[src/rtl/audio_pkg.sv]
// Shared audio types for the DAC output path: default sample width,
// serializer state encoding and the signed sample type used upstream.
package audio_pkg;

  localparam int AUDIO_DATA_W = 16;

  typedef enum logic [2:0] {
    S_LOAD,
    S_DELAY,
    S_LEFT,
    S_RIGHT,
    S_TAIL,
    S_PAD
  } dac_ser_state_t;

  typedef logic signed [AUDIO_DATA_W-1:0] audio_sample_t;

endpackage : audio_pkg

[src/rtl/dac_frame_serializer.sv]
// Serial output stage for the WM8731 DAC. Every LR frame (the frame clock
// doubles as the reset) it captures one stereo pair and shifts it out
// MSB-first, left then right, then idles with the line silent until the next
// frame restarts it. It pulses sample_req once per completed frame so the
// upstream fetch can prepare the next pair.
module dac_frame_serializer
  import audio_pkg::*;
#(
  parameter int DATA_W    = AUDIO_DATA_W,
  parameter int MSB_DELAY = 1,
  parameter int PAD_BITS  = 0
) (
  input  logic              AUD_BCLK,
  input  logic              AUD_DACLRCK,
  input  logic [DATA_W-1:0] sample_l,
  input  logic [DATA_W-1:0] sample_r,
  input  logic              sample_valid,
  input  logic              mute,
  output logic              AUD_DACDAT,
  output logic              sample_req,
  output logic              underrun,
  output logic              lr_phase,
  output logic              frame_done
);

  localparam int FRAME_W = 2 * DATA_W;
  localparam int BIT_W   = (DATA_W > 1) ? $clog2(DATA_W) : 1;
  localparam int CNT_MAX = (MSB_DELAY > PAD_BITS) ? MSB_DELAY : PAD_BITS;
  localparam int CNT_W   = (CNT_MAX > 1) ? $clog2(CNT_MAX) : 1;

  localparam logic [BIT_W-1:0] LAST_BIT = BIT_W'(DATA_W - 1);
  localparam logic [CNT_W-1:0] DLY_LAST = CNT_W'((MSB_DELAY > 0) ? MSB_DELAY - 1 : 0);
  localparam logic [CNT_W-1:0] PAD_LAST = CNT_W'((PAD_BITS > 0) ? PAD_BITS - 1 : 0);

  localparam dac_ser_state_t AFTER_LOAD  = (MSB_DELAY > 0) ? S_DELAY : S_LEFT;
  localparam dac_ser_state_t AFTER_RIGHT = (PAD_BITS > 0) ? S_TAIL : S_PAD;

  dac_ser_state_t     state;
  dac_ser_state_t     state_d;
  logic [FRAME_W-1:0] shreg;
  logic [BIT_W-1:0]   bit_cnt;
  // The delay and tail phases never overlap, so one counter serves both.
  logic [CNT_W-1:0]   dly_cnt;
  logic               last_bit;
  logic               shifting;

  // Next-state decode and per-cycle qualifiers.
  // NOTE: every always_comb output gets a default first so no latch is inferred.
  always_comb begin
    state_d  = state;
    last_bit = (bit_cnt == LAST_BIT);
    shifting = (state == S_LEFT) || (state == S_RIGHT);
    case (state)
      S_LOAD:  state_d = AFTER_LOAD;
      S_DELAY: if (dly_cnt == DLY_LAST) state_d = S_LEFT;
      S_LEFT:  if (last_bit) state_d = S_RIGHT;
      S_RIGHT: if (last_bit) state_d = AFTER_RIGHT;
      S_TAIL:  if (dly_cnt == PAD_LAST) state_d = S_PAD;
      S_PAD:   state_d = S_PAD;
      default: state_d = S_PAD;
    endcase
  end

  // State register; the frame clock restarts the block at LOAD.
  // NOTE: sequential state uses non-blocking assignments so every register samples pre-edge values.
  always_ff @(posedge AUD_BCLK or posedge AUD_DACLRCK) begin
    if (AUD_DACLRCK) state <= S_LOAD;
    else             state <= state_d;
  end

  // Datapath: capture the pair at LOAD, shift during LEFT/RIGHT, count delay/tail cycles.
  // NOTE: the shift register is a plain flop array, not a RAM, so it can take the async clear.
  always_ff @(posedge AUD_BCLK or posedge AUD_DACLRCK) begin
    if (AUD_DACLRCK) begin
      shreg   <= '0;
      bit_cnt <= '0;
      dly_cnt <= '0;
    end else begin
      if (state == S_LOAD) begin
        shreg <= (sample_valid && !mute) ? {sample_l, sample_r} : '0;
      end else if (shifting) begin
        shreg <= shreg << 1;
      end

      if (shifting) begin
        bit_cnt <= last_bit ? '0 : bit_cnt + 1'b1;
      end

      if ((state == S_DELAY) || (state == S_TAIL)) begin
        dly_cnt <= (state_d != state) ? '0 : dly_cnt + 1'b1;
      end else begin
        dly_cnt <= '0;
      end
    end
  end

  // Registered outputs, aligned with the bit currently on the serial line.
  always_ff @(posedge AUD_BCLK or posedge AUD_DACLRCK) begin
    if (AUD_DACLRCK) begin
      AUD_DACDAT <= 1'b0;
      sample_req <= 1'b0;
      underrun   <= 1'b0;
      lr_phase   <= 1'b0;
      frame_done <= 1'b0;
    end else begin
      AUD_DACDAT <= shifting ? shreg[FRAME_W-1] : 1'b0;
      // The pulse coincides with the last right-channel bit leaving the shifter.
      sample_req <= (state == S_RIGHT) && last_bit;
      frame_done <= (state == S_PAD);
      if (state == S_LOAD)  underrun <= !sample_valid;
      // Once right bits start, the phase stays high through tail and pad.
      if (state == S_RIGHT) lr_phase <= 1'b1;
    end
  end

endmodule : dac_frame_serializer

[config.mk]
export PLATFORM = sky130hd
export DESIGN_NAME = dac_frame_serializer
export DESIGN_NICKNAME = d
export VERILOG_FILES = /design/src/rtl/audio_pkg.sv /design/src/rtl/dac_frame_serializer.sv
export SDC_FILE = /design/constraint.sdc
export NUM_CORES = 1
export LEC_CHECK = 0
export BUFFER_PORTS_ARGS = -buffer_cell sky130_fd_sc_hd__buf_2
export CELL_PAD_IN_SITES_DETAIL_PLACEMENT = 1
export CELL_PAD_IN_SITES_GLOBAL_PLACEMENT = 1
export CORE_ASPECT_RATIO = 1.25
export CORE_MARGIN = 3
export CORE_UTILIZATION = 40
export CTS_BUF_LIST = sky130_fd_sc_hd__clkbuf_16
export DETAILED_ROUTE_END_ITERATION = 12
export GPL_TIMING_DRIVEN = 0
export PLACE_DENSITY = 0.82
export SETUP_SLACK_MARGIN = 0.3
export SLEW_MARGIN = 20
export SYNTH_ARGS = -nofsm -noshare
export SYNTH_HDL_FRONTEND = slang
export SYNTH_SLANG_ARGS = --single-unit
[constraint.sdc]
create_clock -name AUD_BCLK -period 3 [get_ports AUD_BCLK]
set_input_delay 0.15 -clock AUD_BCLK [delete_from_list [all_inputs] [get_ports AUD_BCLK]]
set_output_delay 0.15 -clock AUD_BCLK [all_outputs]
set_load 0.1 [all_outputs]
== After elaboration in Yosys (flattened, before gate mapping) ==
Index checks and enable logic that the tools add are counted.

* Reduce and logical (&&, ||, !) cells: 8
* Add/subtract/negate cells: 2
* Mux-type cells: 12
* Eq/ne operators: 7

{| class="wikitable"
|+ Operators with widths
! cell !! count
|-
| $mux 32 || 3
|-
| $pmux 3 s5 || 1
|-
| $mux 3 || 4
|-
| $eq 3x2->1 const B || 2
|-
| $eq 3x3->1 const B || 2
|-
| $add 4x1->4 const B || 1
|-
| $eq 4x4->1 const B || 1
|-
| $mux 4 || 1
|-
| $eq 3x1->1 const B || 1
|-
| $logic_not 3->1 || 1
|-
| $mux 1 || 3
|-
| $ne 3x3->1 || 1
|-
| $logic_and 1x1->1 || 2
|-
| $logic_not 1->1 || 2
|-
| $logic_or 1x1->1 || 2
|-
| $reduce_bool 2->1 || 1
|-
| $add 1x1->1 const B || 1
|}

* Output and inout bits: 5
* Bits of input ports: 36
* Word-level logic and storage cells: 38
* Bits in registers: 45

== Longest topological paths before layout ==
Gate-level depths: netlist of run 1.

* Depth after elaboration: 6
* Mapped depth: 5
* Mapped depth without buffers: 4

== Least setup slack after synthesis of run 1 ==
No wires, ideal clock.

* Kind: reg-to-reg
* Start point: reg state[1]
* End point: reg shreg[17]
* Required time: 2.870 ns
* Arrival: 1.273 ns
* Buffers on the path: 2
* Setup slack: 1.596 ns
* Clock period less this slack: 1.404 ns
* Setup time: 0.130 ns
* Stages on the path, launching flop included: 6
* Cell sequence: dfrtp_1 > or3_1 > buf_2 > buf_2 > a21oi_1 > o31ai_2

* Word-level cells in the longest chain between the ends: 3
* Elaborated cells on any way between the ends: 6
* Classes of those cells: eq/ne: 2; mux: 1; reduce/logical: 3

{| class="wikitable"
|+ RTL lines
! element !! line !! text
|-
| start, declared || dac_frame_serializer.sv:38 || <nowiki>dac_ser_state_t state;</nowiki>
|-
| start signal, assigned || dac_frame_serializer.sv:68 || <nowiki>else state <= state_d;</nowiki>
|-
| $eq 3x2->1 || dac_frame_serializer.sv:52 || <nowiki>shifting = (state == S_LEFT) || (state == S_RIGHT);</nowiki>
|-
| $logic_or 1x1->1 || dac_frame_serializer.sv:52 ||
|-
| $reduce_bool 2->1 (no line) || n/a ||
|-
| end signal, assigned || dac_frame_serializer.sv:80 || <nowiki>shreg <= (sample_valid && !mute) ? {sample_l, sample_r} : '0;</nowiki>
|-
| end signal, assigned || dac_frame_serializer.sv:82 || <nowiki>shreg <= shreg << 1;</nowiki>
|-
| end, declared || dac_frame_serializer.sv:40 || <nowiki>logic [FRAME_W-1:0] shreg;</nowiki>
|}

Several ways; a longest one is shown, not always the timed one.
A chain may end at the register's enable or synchronous reset.

== Final worst setup path of run 1 ==
* Start point: reg state[1]
* End point: reg shreg[31]

The elaborated chain is that of the path after synthesis.

==> impl_metrics.toml, run 1 <==
[logic_synthesis]
ys_types = 31
synth_area_leaders = "dfrtp_1 (49%), o31ai_2 (16%), o21ai_0 (7.4%)"
syn_area_per_cell_um2 = 10.1
yosys-top-cells-count = "dfrtp_1 (45), o21ai_0 (34), a21oi_1 (32), nor2_1 (32), o31ai_2 (29)"
synthCells = 229
synth-main-ff-cell = "dfrtp_1"
seq_area_frac_synth = 0.488
ys_warn_count = 0
synth-edff-count = 0
yosys.area.top_type = "dfrtp_1"
yosys_register_bits = 45
synth.cell_area_um2 = 2310
synthArstFlopShare = 1.00
synth_top_area_frac = 0.488
synth.most_common_cell = "dfrtp_1"
syn-num-nets = 266

[grt]
grt_max_degree = 26
grt_use_met1 = 0.247
met3_usage = 0.0354
antenna_found_initial = 0
grt_pass1_wl_um = 10000
grt_overflow = 0
grt.total_usage = 0.189
grt_pass1_vias = 2074
top_usage_layer = "met2"
grt_use_met2 = 0.313

[clock_network]
cts-root-buf = "clkbuf_16"
htree_levels = 2
numCtsBuffers = 5
clock_path_buffers = 2
worstSkewPairLatency_ps = 280
clk_pin_slew_ps = 60
cts_tree = "done"
cts.sinks = 45

[setup_path]
crit_type = "flop to flop"
cp_max_fo = 10
r2r_slack_ps = 1350
worst_ep_required_time_ps = 3160
cp-end-kind = "flop"
cp-start-kind = "flop"
cp_data_arrival_time_ps = 1810

[die]
dieArea_um2 = 6720
initial_core_util = 0.418
boundaryPins = 41
fp.dieW_um = 73.9
fp.coreArea_um2 = 5520
fp.dieH_um = 90.9
floorplan.rows = 30

[routing]
drc = 0
firstDrtPassIters = 4
wl_per_cell_um = 16.9
drt_wl_total_um = 5780
dr_total_vias = 1900
drtAntennaViolNets = 0
drt_iter0_drc = 70
viasPerCell = 5.56

[run_status]
outcome = "finished, final reports clean"

[timing]
fin_hold_ws_ps = 84.0
fin_crit_sh = 0.551
setup_viol = 0
hold_violations = 0
fin_crit_ps = 1650
finalSetupTns_ps = 0
finClkSkew_ps = 4.04
finalMaxSlewViolations = 0
rsz0062_at_grt = "false"
max_freq_mhz = 605

[cells_and_area]
diodes = 0
drive_gt1_frac = 0.324
fin_nets = 315
area_delta_synth_final_pct = 20.4

[pwr]
p_leak_uw = 0.00123
p_per_area_nw_per_um2 = 1230
ir_drop_v = 0.000508

[placement]
gp_congestion = 0.720
dp_hpwl_um = 4020
port-buffer-count = 40

[worst_hold_path]
min_path_type = "input port to flop"

[job]
cap_violations = 0
worst paths after layout:
path,startpoint,to,cells after the start
setup / recovery,state[1],shreg[31],5
hold / removal,sample_valid,underrun,2
setup reg to reg,state[1],shreg[31],5
hold reg to reg,dly_cnt,state[0],1
max in group asynchronous,AUD_DACLRCK,shreg[26],4
min in group asynchronous,AUD_DACLRCK,bit_cnt[2],3
cells in the final DEF, fill, tap and decap left out, types with 2 or more instances in the layout:
cell and n:
buf_12 4, a21o_1 2, a21oi_1 32, nand2_1 6, clkbuf_16 5, nor2b_1 2, clkbuf_1 13, o31ai_1 3
o21ai_0 34, o31ai_2 29, nor2_1 32, inv_1 2, and2_1 3, dfrtp_1 45, buf_2 45
timing repair:
item,in CTS,in global routing
hold endpoints to repair,20,0
buffers inserted,0,0
resized for setup,0,0
hold buffers,1,0
cell type report:
type	instances	area, um^2
multi-input cells	159	1030
clock inverters	2	35.0
clock buffers	5	125
fillers	633	2740
repair buffers	42	230
inverters	3	11.3
plain buffers	22	145
flip-flops and latches	45	1130
well taps	64	80.1
where the power goes:
group          switching (uW)  leakage (uW)  internal [uW]
sequential                170      0.000530            909
clock                     228     0.0000797            387
combinational            1030      0.000616            700
state kept, by name (all words and copies together), names as in the netlist:
| register | cells |
|---|---|
| AUD_DACDAT | 1 |
| shreg | 32 |
| underrun | 1 |
| dly_cnt | 1 |
| state | 3 |
| frame_done | 1 |
| sample_req | 1 |
| bit_cnt | 4 |
| lr_phase | 1 |
layer usage:
| metal | up-vias | share of wire |
|---|---|---|
| met5 | - | 0 |
| met1 | 952 | 0.45 |
| met2 | 26 | 0.51 |
| met4 | 0 | 0.015 |
| met3 | 6 | 0.025 |
| li1 | 916 | - |
logic make-up after synthesis:
family / Yosys count / share of synthesized area
compound gates: 104 / 0.331
other cells: 1 / 0.00162
fa+ha+maj: 1 / 0.00542
buf+inv: 25 / 0.0678
flops: 45 / 0.488
xor+xnor: 1 / 0.00379
simple gates: 52 / 0.103
critical path, cell delays in order (launching register included):
cell,delay (ps)
dfrtp_1,470
or3_1,360
buf_2,170
buf_2,190
a21oi_1,230
o31ai_2,100
metrics by stage:
step	area (um^2)	util	std cells	setup WS, ps	total power, uW
finish	2780	0.504	342	1350	3420
global route	2780	0.504	342	1250	3690
floorplan	2310	-	229	1600	2440
global placement	2590	0.469	333	1150	2730
detailed placement	2610	0.473	334	1410	2820
CTS	2780	0.504	342	1350	3460
Note: power is estimated with default switching activity, not from simulation.
==> run 2: changes to the inputs <==
- clock period: 3 -> 1.6 ns (I/O delays scaled with it)
==> run 2 against run 1 <==
Sequential power rose by 92%; count of clock-buffer cells in the layout did not move; worst setup slack got worse by 1300 ps; sequential share of layout area fell by 6.0 points; non-clock buffer count rose by 11; global-route usage rose by 1.1 points; hold slack got worse by 4.4 ps; routed wire length rose by 22%; register-to-register slack got worse by 1300 ps; final cell count rose by 3.5%; first-iteration DRC count rose by 14%; clock skew rose by 0.70 ps; largest power group unchanged.
==> impl_metrics.toml, run 2 (same netlist as run 1, synthesis figures left out) <==
[run_status]
outcome = "finished, final reports clean"

[routing]
wl_per_cell_um = 19.8
drtAntennaViolNets = 0
drt_iter0_drc = 80
drc = 0
drt_wl_total_um = 7030
firstDrtPassIters = 4
dr_total_vias = 2018
viasPerCell = 5.70

[timing]
fin_crit_ps = 1510
max_freq_mhz = 663
setup_viol = 0
finalSetupTns_ps = 0
fin_crit_sh = 0.943
rsz0062_at_grt = "true"
finClkSkew_ps = 4.74
hold_violations = 0
finalMaxSlewViolations = 0

[cells_and_area]
final_cell_area_um2 = 3270
layout_common_cells = "dfrtp_1 (43), buf_2 (41), nor2_1 (32)"
layoutNonFillerInstCount = 354
regMostFlops = "shreg"
largest_reg_flops = 32
final_common_cell = "dfrtp_1"
drive_gt1_frac = 0.521
diodes = 0
area_delta_synth_final_pct = 41.5
top_regs = "shreg x32, bit_cnt x4, state x3"
fin_nets = 326

[placement]
place_inst = 334
port-buffer-count = 40
dp_hpwl_um = 4040
placed_area_um2 = 2750
gp_congestion = 0.727

[clock_network]
worstSkewPairLatency_ps = 290
htree_levels = 2
cts.sinks = 45
clock_path_buffers = 2
clk_pin_slew_ps = 60
numCtsBuffers = 5
cts-root-buf = "clkbuf_16"
cts_tree = "done"

[die]
fp.dieW_um = 73.9
boundaryPins = 41
dieArea_um2 = 6720
initial_core_util = 0.418
fp.dieH_um = 90.9
fp.coreArea_um2 = 5520
floorplan.rows = 30

[pwr]
power_uw = 7290
p_leak_uw = 0.00137
p_per_area_nw_per_um2 = 2230
ir_drop_v = 0.00119

[grt]
grt_pass1_wl_um = 10500
grt.total_usage = 0.200
antenna_found_initial = 0
grt_pass1_vias = 2109
grt_overflow = 0
grt_max_degree = 28

[setup_path]
critical_path.top_delay_family = "buffers and inverters"
slowest_stage = "dfrtp_1"
cp_data_arrival_time_ps = 1690
path_cells = "buf_8 -> or2_1 -> buf_6 -> buf_12 -> o31ai_2"
cp-start-kind = "flop"
crit_type = "flop to flop"
cp_max_fo = 10
worst_ep_required_time_ps = 1780
critPathMaxStageDelay_ps = 430
cp-end-kind = "flop"
path_buf_inv = 3

[worst_hold_path]
min_path_type = "input port to flop"

[job]
cap_violations = 0
run 2: report_power, final:
part	switching, uW	total (uW)	internal (uW)	leakage (uW)
clock network	430	992	563	0.0000776
logic	2380	4230	1850	0.000767
registers	360	2070	1710	0.000529
total	3170	7290	4130	0.00137
run 2: metal layers:
layer / track usage / vias to the layer above / part of all wire
met5: 0 / - / 0
met4: 0.0861 / 0 / 0.024
met3: 0.0299 / 16 / 0.030
met1: 0.264 / 1018 / 0.41
met2: 0.319 / 45 / 0.54
li1: - / 939 / -
run 2: final timing paths:
kind	startpoint	to	slack, ps	cells past startpoint
max	state[2]	shreg[18]	90	5
min	sample_r[0]	shreg[0]	80	3
max reg2reg	state[2]	shreg[18]	90	5
min reg2reg	dly_cnt	state[0]	460	1
max in group asynchronous	AUD_DACLRCK	shreg[23]	740	4
min in group asynchronous	AUD_DACLRCK	bit_cnt[1]	360	3
run 2: through the flow:
step	hold WS [ps]	utilization	setup slack, ps
floorplan	172	-	227
global placement	266	0.495	-240
detailed placement	113	0.498	-52.9
CTS	61.4	0.552	150
global route	85.8	0.592	40.7
finish	79.6	0.592	90.8
run 2: what timing repair did:
item / in CTS / in global routing
setup buffers: 5 / 4
hold buffers: 2 / 0
endpoints found under the setup margin: 39 / 39
pin swaps: 1 / 3
gates cloned: 0 / 1
resized for setup: 21 / 44
hold endpoints to repair: 19 / 0
run 2: tightest hold or removal path: cells and delay by family:
kind / cells / cell delay, ps
buffers and inverters: 1 / 100
AO/OA/AOI/OAI: 1 / 70
AND/OR/NAND/NOR: 1 / 80
run 2: final cells by class:
| type | count | area, um^2 |
|---|---|---|
| fillers | 589 | 2250 |
| multi-input cells | 159 | 1350 |
| flip-flops and latches | 45 | 1130 |
| repair buffers | 53 | 333 |
| plain buffers | 22 | 224 |
| clock buffers | 5 | 125 |
| well taps | 64 | 80.1 |
| clock inverters | 3 | 11.3 |
| inverters | 3 | 11.3 |
==> run 3: changes to the inputs <==
- REMOVE_ABC_BUFFERS: not set -> 1
==> run 3 against run 2 <==
Largest cell class unchanged; clock skew grew 0.71 ps; sequential power about the same; fmax fell by 4.7%; sequential share of layout area shrank 0.27 points.
==> impl_metrics.toml, run 3 (same netlist as run 1, synthesis figures left out) <==
[timing]
max_freq_mhz = 631
fin_hold_ws_ps = 36.9
finalMaxSlewViolations = 0
rsz0062_at_grt = "true"
fin_crit_ps = 1580
hold_violations = 0
fin_crit_sh = 0.990
setup_ws_ps = 16.0
finalSetupTns_ps = 0
finClkSkew_ps = 5.45
setup_viol = 0

[cells_and_area]
area_delta_synth_final_pct = 43.0
drive_gt1_frac = 0.549
seqCellArea_um2 = 1130
regMostFlops = "shreg"
layout_common_cells = "dfrtp_1 (42), buf_2 (40), nor2_1 (31)"
multi_input_area_um2 = 1360
top_regs = "shreg x32, bit_cnt x4, state x3"
final_cell_area_um2 = 3300
final_common_cell = "dfrtp_1"
largest_reg_flops = 32
diodes = 0
layoutNonFillerInstCount = 352
fin_nets = 324
fill_cells = 586

[grt]
grt_pass1_vias = 2193
grt_overflow = 0
grt_max_degree = 33
grt_pass1_wl_um = 12200
antenna_found_initial = 0
grt.total_usage = 0.245

[routing]
drt_wl_total_um = 8580
drtAntennaViolNets = 0
dr_total_vias = 2192
drc = 0
firstDrtPassIters = 4
drt_iter0_drc = 98
wl_per_cell_um = 24.4
viasPerCell = 6.23

[clock_network]
htree_levels = 2
clk_pin_slew_ps = 70
cts.sinks = 45
numCtsBuffers = 5
cts-root-buf = "clkbuf_16"
worstSkewPairLatency_ps = 290
cts_tree = "done"
clock_path_buffers = 2

[die]
initial_core_util = 0.418
boundaryPins = 41
fp.dieH_um = 90.9
fp.dieW_um = 73.9
floorplan.rows = 30
fp.coreArea_um2 = 5520
dieArea_um2 = 6720

[worst_hold_path]
min_path_type = "input port to flop"

[placement]
dp_hpwl_um = 3530
pre_cts_ws_ps = -766
gp_congestion = 0.720
port-buffer-count = 40
placed_area_um2 = 2490
place_inst = 313

[pwr]
ir_drop_v = 0.00114
p_leak_uw = 0.00137
p_per_area_nw_per_um2 = 2460

[setup_path]
slowest_stage = "dfrtp_4"
cp-end-kind = "flop"
worst_ep_required_time_ps = 1750
path_cells = "buf_6 -> buf_4 -> o21ai_0 -> o31ai_2"
cp_data_arrival_time_ps = 1730
crit_type = "flop to flop"
cp-start-kind = "flop"
critPathMaxStageDelay_ps = 540
cp_max_fo = 11

[job]
cap_violations = 0

[run_status]
outcome = "finished, final reports clean"
## run 3: final timing paths
check                             from  cells after the start   endpoint  slack (ps)
max                           state[2]                      4  shreg[25]          20
min                        sample_r[0]                      3   shreg[0]          40
max reg2reg                   state[2]                      4  shreg[25]          20
min reg2reg                   lr_phase                      1   lr_phase         460
max in group asynchronous  AUD_DACLRCK                      4   state[2]         770
min in group asynchronous  AUD_DACLRCK                      3  shreg[28]         320
## run 3: critical path: cells and delay by family, from the launching register on
kind	cells	cell delay, ps
AO/OA/AOI/OAI	2	550
flip-flops	1	540
buffers and inverters	2	360
## run 3: report_power, final
group          switching (uW)  total [uW]  internal, uW
clock                     459        1350           892
combinational            2710        4660          1950
sequential                383        2100          1720
total                    3550        8110          4560
## run 3: what timing repair did
| action | 4_1_cts | 5_1_grt |
|---|---|---|
| endpoints found under the hold margin | 17 | 1 |
| gates cloned | 7 | 2 |
| endpoints found under the setup margin | 44 | 40 |
| setup buffers | 17 | 2 |
| resized for setup | 54 | 31 |
| hold buffers | 1 | 1 |
| pin swaps | 27 | 4 |
## run 3: per-layer routing
metal,up-vias,GRT usage,part of all wire
li1,949,-,-
met1,1138,0.327,0.41
met2,81,0.388,0.50
met3,24,0.0454,0.048
met4,0,0.0937,0.042
met5,-,0,0
## run 3: stage by stage
| step | total power [uW] | utilization |
|---|---|---|
| floorplan | 4210 | - |
| global placement | 4700 | 0.443 |
| detailed placement | 5000 | 0.452 |
| CTS | 7320 | 0.561 |
| global route | 8470 | 0.598 |
| finish | 8110 | 0.598 |
## run 3: final cells by class
cell class / count / area share
tap: 64 / 0.0243
timing repair buffer: 66 / 0.156
sequential: 45 / 0.343
clock inverter: 3 / 0.0197
clock buffer: 5 / 0.0379
inverter: 3 / 0.00455
timing repair inverter: 1 / 0.00227
multi-input combinational: 165 / 0.412
